## config.mk

```make
export PLATFORM = sky130hd
export DESIGN_NAME = uart_tx_frame
export DESIGN_NICKNAME = d
export VERILOG_FILES = /design/src/rtl/uart_tx_frame.sv
export SDC_FILE = /design/constraint.sdc
export NUM_CORES = 1
export LEC_CHECK = 0
export CELL_PAD_IN_SITES_DETAIL_PLACEMENT = 1
export CELL_PAD_IN_SITES_GLOBAL_PLACEMENT = 1
export CORE_ASPECT_RATIO = 1.25
export CORE_MARGIN = 8
export CORE_UTILIZATION = 56
export DETAILED_ROUTE_END_ITERATION = 12
export PLACE_DENSITY_LB_ADDON = 0.1
export SLEW_MARGIN = 20
export SYNTH_ARGS = -nofsm -noshare
export SYNTH_HDL_FRONTEND = slang
export SYNTH_SLANG_ARGS = --single-unit
export TNS_END_PERCENT = 30
```

## constraint.sdc

```tcl
create_clock -name clk -period 8.6 [get_ports clk]
set_clock_uncertainty 0.2 [all_clocks]
set_input_delay 1.72 -clock clk [delete_from_list [all_inputs] [get_ports clk]]
set_output_delay 1.72 -clock clk [all_outputs]
set_load 0.01 [all_outputs]
```

## src/rtl/uart_tx_frame.sv

```systemverilog
// Buffered UART transmitter: a valid/ready write port fills a FIFO that the
// framing FSM drains onto tx_pin with no idle gap between queued frames.
module uart_tx_frame #(
  parameter int CLK        = 200_000_000,
  parameter int BPS        = 115200,
  parameter int DATA_BITS  = 8,
  parameter int PARITY     = 0,
  parameter int STOP_BITS  = 1,
  parameter int FIFO_DEPTH = 16
) (
  input  logic                            clk,
  input  logic                            rst,
  input  logic                            tx_valid,
  output logic                            tx_ready,
  input  logic [DATA_BITS-1:0]            tx_data,
  output logic                            tx_pin,
  output logic                            busy,
  output logic [$clog2(FIFO_DEPTH+1)-1:0] fifo_level
);

  localparam int BPS_CNT = CLK / BPS;
  localparam int BAUD_W  = $clog2(BPS_CNT);
  localparam int BIT_W   = $clog2(DATA_BITS + 1);
  localparam int PTR_W   = $clog2(FIFO_DEPTH);
  localparam int LVL_W   = $clog2(FIFO_DEPTH + 1);

  localparam logic [BAUD_W-1:0] BAUD_LAST = BAUD_W'(BPS_CNT - 1);
  localparam logic [BIT_W-1:0]  DATA_LAST = BIT_W'(DATA_BITS - 1);
  localparam logic [BIT_W-1:0]  STOP_LAST = BIT_W'(STOP_BITS - 1);
  localparam logic [LVL_W-1:0]  LVL_FULL  = LVL_W'(FIFO_DEPTH);

  localparam logic [2:0] ST_IDLE  = 3'd0;
  localparam logic [2:0] ST_START = 3'd1;
  localparam logic [2:0] ST_DATA  = 3'd2;
  localparam logic [2:0] ST_PAR   = 3'd3;
  localparam logic [2:0] ST_STOP  = 3'd4;

  // Parity is fixed when the word is popped, before the shifter destroys it.
  function automatic logic parity_bit(input logic [DATA_BITS-1:0] d);
    return (PARITY == 1) ? ~(^d) : (^d);
  endfunction

  logic [DATA_BITS-1:0] fifo_mem [FIFO_DEPTH];
  logic [PTR_W-1:0]     wr_ptr_q, wr_ptr_d;
  logic [PTR_W-1:0]     rd_ptr_q, rd_ptr_d;
  logic [LVL_W-1:0]     level_q, level_d;
  logic                 ready_q, ready_d;

  logic [2:0]           state_q, state_d;
  logic [BAUD_W-1:0]    baud_q, baud_d;
  logic [BIT_W-1:0]     bit_q, bit_d;
  logic [DATA_BITS-1:0] shreg_q, shreg_d;
  logic                 par_q, par_d;
  logic                 tx_pin_q, tx_pin_d;

  logic                 push;
  logic                 pop;
  logic                 fifo_empty;
  logic                 baud_end;
  logic [DATA_BITS-1:0] head;

  assign push       = tx_valid && ready_q;
  assign fifo_empty = (level_q == '0);
  assign baud_end   = (baud_q == BAUD_LAST);
  assign head       = fifo_mem[rd_ptr_q];

  always_comb begin
    wr_ptr_d = wr_ptr_q + PTR_W'(push);
    rd_ptr_d = rd_ptr_q + PTR_W'(pop);
    level_d  = level_q + LVL_W'(push) - LVL_W'(pop);
    ready_d  = (level_d != LVL_FULL);
  end

  always_comb begin
    // NOTE: every output gets a default first, so no path through the case
    // leaves a signal unassigned and no latch is inferred.
    state_d  = state_q;
    baud_d   = baud_q + BAUD_W'(1);
    bit_d    = bit_q;
    shreg_d  = shreg_q;
    par_d    = par_q;
    tx_pin_d = tx_pin_q;
    pop      = 1'b0;

    case (state_q)
      ST_IDLE: begin
        baud_d   = '0;
        tx_pin_d = 1'b1;
        if (!fifo_empty) begin
          pop      = 1'b1;
          shreg_d  = head;
          par_d    = parity_bit(head);
          bit_d    = '0;
          state_d  = ST_START;
          tx_pin_d = 1'b0;
        end
      end

      ST_START: begin
        if (baud_end) begin
          baud_d   = '0;
          bit_d    = '0;
          state_d  = ST_DATA;
          tx_pin_d = shreg_q[0];
        end
      end

      ST_DATA: begin
        if (baud_end) begin
          baud_d = '0;
          if (bit_q == DATA_LAST) begin
            bit_d = '0;
            if (PARITY != 0) begin
              state_d  = ST_PAR;
              tx_pin_d = par_q;
            end else begin
              state_d  = ST_STOP;
              tx_pin_d = 1'b1;
            end
          end else begin
            shreg_d  = {1'b0, shreg_q[DATA_BITS-1:1]};
            bit_d    = bit_q + BIT_W'(1);
            tx_pin_d = shreg_q[1];
          end
        end
      end

      ST_PAR: begin
        if (baud_end) begin
          baud_d   = '0;
          bit_d    = '0;
          state_d  = ST_STOP;
          tx_pin_d = 1'b1;
        end
      end

      ST_STOP: begin
        if (baud_end) begin
          baud_d = '0;
          if (bit_q != STOP_LAST) begin
            bit_d = bit_q + BIT_W'(1);
          end else if (!fifo_empty) begin
            // Chain straight into the next start bit to keep frames gapless.
            pop      = 1'b1;
            shreg_d  = head;
            par_d    = parity_bit(head);
            bit_d    = '0;
            state_d  = ST_START;
            tx_pin_d = 1'b0;
          end else begin
            bit_d    = '0;
            state_d  = ST_IDLE;
            tx_pin_d = 1'b1;
          end
        end
      end

      default: begin
        baud_d   = '0;
        bit_d    = '0;
        state_d  = ST_IDLE;
        tx_pin_d = 1'b1;
      end
    endcase
  end

  // NOTE: state updates use non-blocking assignments so every flop samples
  // the pre-edge value of every other flop, independent of block ordering.
  always_ff @(posedge clk) begin
    if (!rst) begin
      wr_ptr_q <= '0;
      rd_ptr_q <= '0;
      level_q  <= '0;
      ready_q  <= 1'b1;
      state_q  <= ST_IDLE;
      baud_q   <= '0;
      bit_q    <= '0;
      shreg_q  <= '0;
      par_q    <= 1'b0;
      tx_pin_q <= 1'b1;
    end else begin
      wr_ptr_q <= wr_ptr_d;
      rd_ptr_q <= rd_ptr_d;
      level_q  <= level_d;
      ready_q  <= ready_d;
      state_q  <= state_d;
      baud_q   <= baud_d;
      bit_q    <= bit_d;
      shreg_q  <= shreg_d;
      par_q    <= par_d;
      tx_pin_q <= tx_pin_d;
    end
  end

  // NOTE: the storage array has no reset; zeroed pointers and level make any
  // stale contents unreachable, and leaving it unreset lets it map to RAM.
  always_ff @(posedge clk) begin
    if (push) begin
      fifo_mem[wr_ptr_q] <= tx_data;
    end
  end

  assign tx_ready   = ready_q;
  assign tx_pin     = tx_pin_q;
  assign busy       = (state_q != ST_IDLE);
  assign fifo_level = level_q;

endmodule

```

; After elaboration in Yosys (flattened, before gate mapping)
; Memories as Yosys holds them, arrays and structs flattened. A register that Yosys moved wholly into a read port is not among the register bits.
; Index checks and enable logic that the tools add are counted.
[op_classes]
add_sub_neg = 6
multipliers = 0
n_div = 0
n_lt_le_gt_ge = 0
n_eq_ne = 16
shifts = 0
n_mux = 37
n_bitwise = 2
n_reduce_logical = 13
[ops]
columns = cell, n
row1 = two-way mux 8 bit, 5
row2 = two-way mux 4 bit, 7
row3 = case mux 8 bit (3 select lines), 1
row4 = two-way mux 3 bit, 7
row5 = "inequality test 2 bit, second input constant", 8
row6 = case mux 4 bit (4 select lines), 1
row7 = case mux 3 bit (5 select lines), 1
row8 = two-way mux 1 bit, 13
row9 = "adder 11 x 1 -> 11 bit, second input constant", 1
row10 = "== test 11 bit, second input constant", 1
row11 = AND reduction 5 bit, 2
row12 = adder 4 x 1 -> 4 bit, 2
row13 = AND reduction 7 bit, 1
row14 = "== test 3 x 2 -> 1 bit, second input constant", 2
row15 = nonzero test 3 bit, 2
row16 = adder 5 x 1 -> 5 bit, 1
row17 = logical NOT 5 bit, 1
row18 = "inequality test 5 bit, second input constant", 1
row19 = case mux 1 bit (5 select lines), 1
row20 = subtractor 5 x 1 -> 5 bit, 1
row21 = "adder 4 x 1 -> 4 bit, second input constant", 1
row22 = "== test 4 x 3 -> 1 bit, second input constant", 1
row23 = AND reduction 4 bit, 1
row24 = nonzero test 4 bit, 1
row25 = 10 further kinds, 11
[word_totals]
ff_bits = 41
latchBits = 0
ramBits = 128
romBits = 0
in_bits = 11
out_inout_bits = 8
elab_cells = 84
memories = 1
[mem_list]
columns = memory, depth, word_bits, rd, rd_ports_with_merged_regs, write_ports, line
row1 = fifo_mem, 16, 8, 1, 1, 1, 43  ; logic [DATA_BITS-1:0] fifo_mem [FIFO_DEPTH];

; Depth between registers and ports, before layout
[depth]
depth_word = 7
mapped_depth = 13
mapped_depth_nobuf = 13

; Least setup slack after synthesis
; OpenSTA, ideal clock, no wires.
[synth_timing]
path_type = input port to flip-flop
from = input port tx_valid
to = register ready_q, in the netlist tx_ready
setup_time_ps = 62
arrival_time_ps = 3292
required_ps = 8338
setup_slack_ps = 5046
cell_stages = 9
n_path_buf = 0
cell_sequence = nand2_1 > xnor2_1 > ha_1 > fa_1 > a21oi_1 > nor2_1 > or3_1 > and3_1 > nand3_1
[synth_between]
elab_chain_cells = 4
[synth_lines]
columns = item, line
row1 = "start, declared", 13  ; input logic tx_valid,
row2 = logical AND 1 bit, 62  ; assign push = tx_valid && ready_q;
row3 = adder 5 x 1 -> 5 bit, 70  ; level_d = level_q + LVL_W'(push) - LVL_W'(pop);
row4 = subtractor 5 x 1 -> 5 bit, 70
row5 = inequality test 5 bit, 71  ; ready_d = (level_d != LVL_FULL);
row6 = "end signal, assigned", 185  ; ready_q <= ready_d;
row7 = "end, declared", 47  ; logic ready_q, ready_d;
; Every way passes these cells.
; A chain may end at the register's enable or synchronous reset.

; Final worst setup path
; Same ends and word-level chain as after synthesis.

==> summary.txt <==
Run status
  – Status: complete, no violations

Die
  – I/O pin cnt: 19
  – Die height: between 100 and 150 um
  – Cell Rows: 46
  – Core Footprint: around 13000 um^2
  – Die width: about 120 um
  – Starting Density: 56.65%
  – Die ar.: between 15000 and 20000 um^2

Synth
  – Largest family of logic cells by synthesized area: multiplexers
  – Complex-gate fraction of the synthesized area: ~7.3%
  – Syn. warnings: 0
  – Simple-gate share of the synthesized area: about a tenth
  – Dominant synthesized flop cell: edfxtp_1
  – Post-Synth Adder-Cell Area: under 10%
  – Synth area leaders: edfxtp_1 (54%), dfxtp_1 (12%), mux4_2 (5.7%), mux2i_1 (4.4%), a221oi_1 (2.6%)
  – Post-Synth XOR/XNOR Area: between 2 and 2.5%
  – Syn avg cell area: between 15 and 20 um^2
  – Synth top area share: 54.07%
  – Post-synthesis instance total: around 470
  – Number of distinct library cells after synthesis: 57
  – #FFs+latches synth: around 170
  – Post-Syn Area: ~7000 um^2
  – Post-synth EDFFs: roughly 130
  – Post-synthesis mux area share: about a tenth
  – Sequential cell area fraction in the yosys report: between 60% and 70%
  – Share of flip-flops with an asynchronous set or reset: 0%
  – Mapped Nets: 494
  – Largest area contributor in the netlist: edfxtp_1

Setup path
  – Reg2reg path depth: 13
  – Setup crit end kind: register
  – Critical Path AT: around 4.0 ns
  – Crit path launch type: input port
  – Crit path buffers/inverters: 1
  – CP max stage cell: clkdlybuf4s50_1
  – Critical Setup Path Class: in -> reg
  – Crit path max fanout: 5
  – Worst EP required: roughly 8.8 ns
  – Max incr delay on CP: roughly 0.45 ns
  – Critical path's top delay family: simple AND/OR/NAND/NOR gates
  – Critical path depth: 10
  – Crit path cell chain: clkdlybuf4s50_1 -> nand2_1 -> xnor2_1 -> ha_1 -> fa_1 -> a21oi_1 -> nor2_1 -> or3_1 -> and3_1 -> nand3_1

Detailed routing
  – DRC: 0
  – Drt first-iter violations: about 280
  – WL/cell: 23.28 um
  – Via count: between 4000 and 5000
  – Vias per cell: approximately 6.0
  – Post-Route WL: roughly 16000 um
  – Router iterations before antenna repair: 4
  – Antenna Nets Post-Route: 0

Power and ir drop
  – Peak supply drop: 163.1 uV
  – Combinational group share of total power: approximately 27%
  – Sw frac: between 30% and 40%
  – Int Pwr: ~1700 uW
  – Reg power frac: 42.2%
  – Pwr/cell area: between 300 and 400 nW/um^2
  – Clock share of power: 30.7%
  – Leakage power: 0.002646 uW
  – Net switching power figure: 735.7 uW

Global route
  – Largest net degree at the start of global routing: ~50
  – Antenna violations before repair: 0
  – GRT overflow: 0
  – First-pass GRT wire length: about 24000 um
  – Vias in the first global route: 4240
  – GRT Total Usage: around a fifth

Hold path
  – Worst min-delay path category: reg -> reg
  – Worst hold stages: 1

Timing
  – Fin. Hold Viols: 0
  – Relative slew slack: between 20% and 30%
  – Final Cycle Share: about 45%
  – Final setup viols: 0
  – Fin. max-slew vios: 0
  – RSZ-0062 raised after global routing: no
  – Least-Margin Pin Slew: around 1.1 ns
  – Clock period minus worst slack: 3.841 ns
  – Fmax: ~0.26 GHz
  – Setup TNS: 0 ns

CTS
  – Clk sinks: ~170
  – Clock buffer depth: 2
  – Postcts setup bufs: 0
  – CTS Buf Count: 17
  – H-tree levels: 4
  – Post-cts resize count: 0
  – Root Driver: clkbuf_16
  – Later-pin clock latency in the skew report: ~0.42 ns
  – CTS Hold Buffers Added: 0
  – TritonCTS clock tree: done
  – Worst-path clk slew: around 0.06 ns

Finish
  – Non-Filler Instances: roughly 670
  – Diode count: 0
  – Fin nets: 510
  – Area Overhead vs Synth: 11.99%
  – Layout cells sized above 1: between 10% and 20%

Placement
  – Placed cells: ~640
  – GP Congestion: just under 0.8
  – Dpl hpwl: 10270 um
  – I/O Buffers: 18

Job
  – Max Cap Viol: 0
==> path summary, 6_finish.rpt <==
| check | from | to | slack (ns) |
|---|---|---|---|
| setup / recovery | tx_valid | tx_ready | 4.76 |
| hold / removal | baud_q[0] | baud_q[0] | 0.27 |
| setup reg to reg | bit_q[0] | tx_ready | 5.19 |
| hold reg to reg | baud_q[0] | baud_q[0] | 0.27 |
==> registers in the layout, indices dropped and copies added (netlist names) <==
signal,count
fifo_mem,128
baud_q,11
shreg_q,8
fifo_level,5
bit_q,4
rd_ptr_q,4
wr_ptr_q,4
state_q,3
tx_pin,1
tx_ready,1
==> per-layer routing <==
metal	global-route usage (%)	vias up	part of all wire (%)
met3	4.756	25	4.3
met1	23.45	2063	40
met5	0	-	0
met4	8.176	0	1.8
met2	34.80	80	54
li1	-	1869	-
==> synthesized netlist by cell type (8+ instances only) <==
master and n:
dfxtp_1 41, o21a_1 8, nor2_1 29, edfxtp_1 128, and2_1 16, ha_1 11, xnor2_1 12, nand4_1 8
nand3_1 12, a221oi_1 21, mux2i_1 31, mux4_2 18, nand2_1 23
==> power groups by stage <==
| stage | combinational, uW | sequential [uW] | clock (uW) |
|---|---|---|---|
| after CTS | 663 | 1010 | 747 |
| final | 652 | 1010 | 736 |
| after detailed placement | 656 | 1030 | 0 |
| after global routing | 712 | 1020 | 777 |
| after floorplan | 514 | 991 | 0 |
| after global placement | 632 | 1020 | 0 |
==> kinds of logic (layout without fill, tap and decap cells) <==
kind of cell / after synthesis / in the layout
xor+xnor: 18 / 18
flops: 169 / 169
buf+inv: 32 / 61
simple gates: 126 / 126
mux: 50 / 50
compound gates: 64 / 64
fa+ha+maj: 12 / 12
==> stage by stage <==
step	area [um^2]	worst slack [ns]	utilization, %	power (uW)	hold WS [ns]
4_1_cts	7955	4.779	63.40	2421	0.2787
2_1_floorplan	7108	5.046	-	1504	0.2302
3_3_place_gp	7378	4.383	58.81	1653	0.2417
6_report	7960	4.759	63.44	2400	0.2666
3_5_place_dp	7378	4.332	58.81	1681	0.2651
5_1_grt	7960	4.687	63.44	2508	0.3063
==> cell type report <==
cell class              instances  area, um^2
clock buffers                  18       429.2
clock inverters                14       147.6
fillers                      1172        4587
inverters                       8       30.03
multi-input cells             270        2275
flip-flops and latches        169        4666
well taps                     168       210.2
repair buffers                 21       202.7
==> cells in the final DEF (no fill, tap or decap), types with 3 or more instances in the layout <==
cell             Yosys  routed
a21boi_0             3       3
a21oi_1              4       4
a221oi_1            21      21
and2_1              16      16
and3_1               4       4
buf_4                4       3
clkbuf_16            0      17
clkdlybuf4s50_1      0      18
clkinv_1             1       4
clkinv_4             0       3
dfxtp_1             41      40
edfxtp_1           128     128
ha_1                11      11
inv_1                7       7
inv_6                0       3
mux2i_1             31      31
mux4_2              18      18
nand2_1             23      23
nand2b_1             3       3
nand3_1             12      12
nand3b_1             4       4
nand4_1              8       8
nor2_1              29      29
nor3_1               7       6
nor3b_1              4       4
o211ai_1             3       3
o21a_1               8       8
o21ai_0              7       7
o221ai_1             6       6
or3_1                3       3
xnor2_1             12      12
xor2_1               6       6
Note: power is estimated with default switching activity, not from simulation.
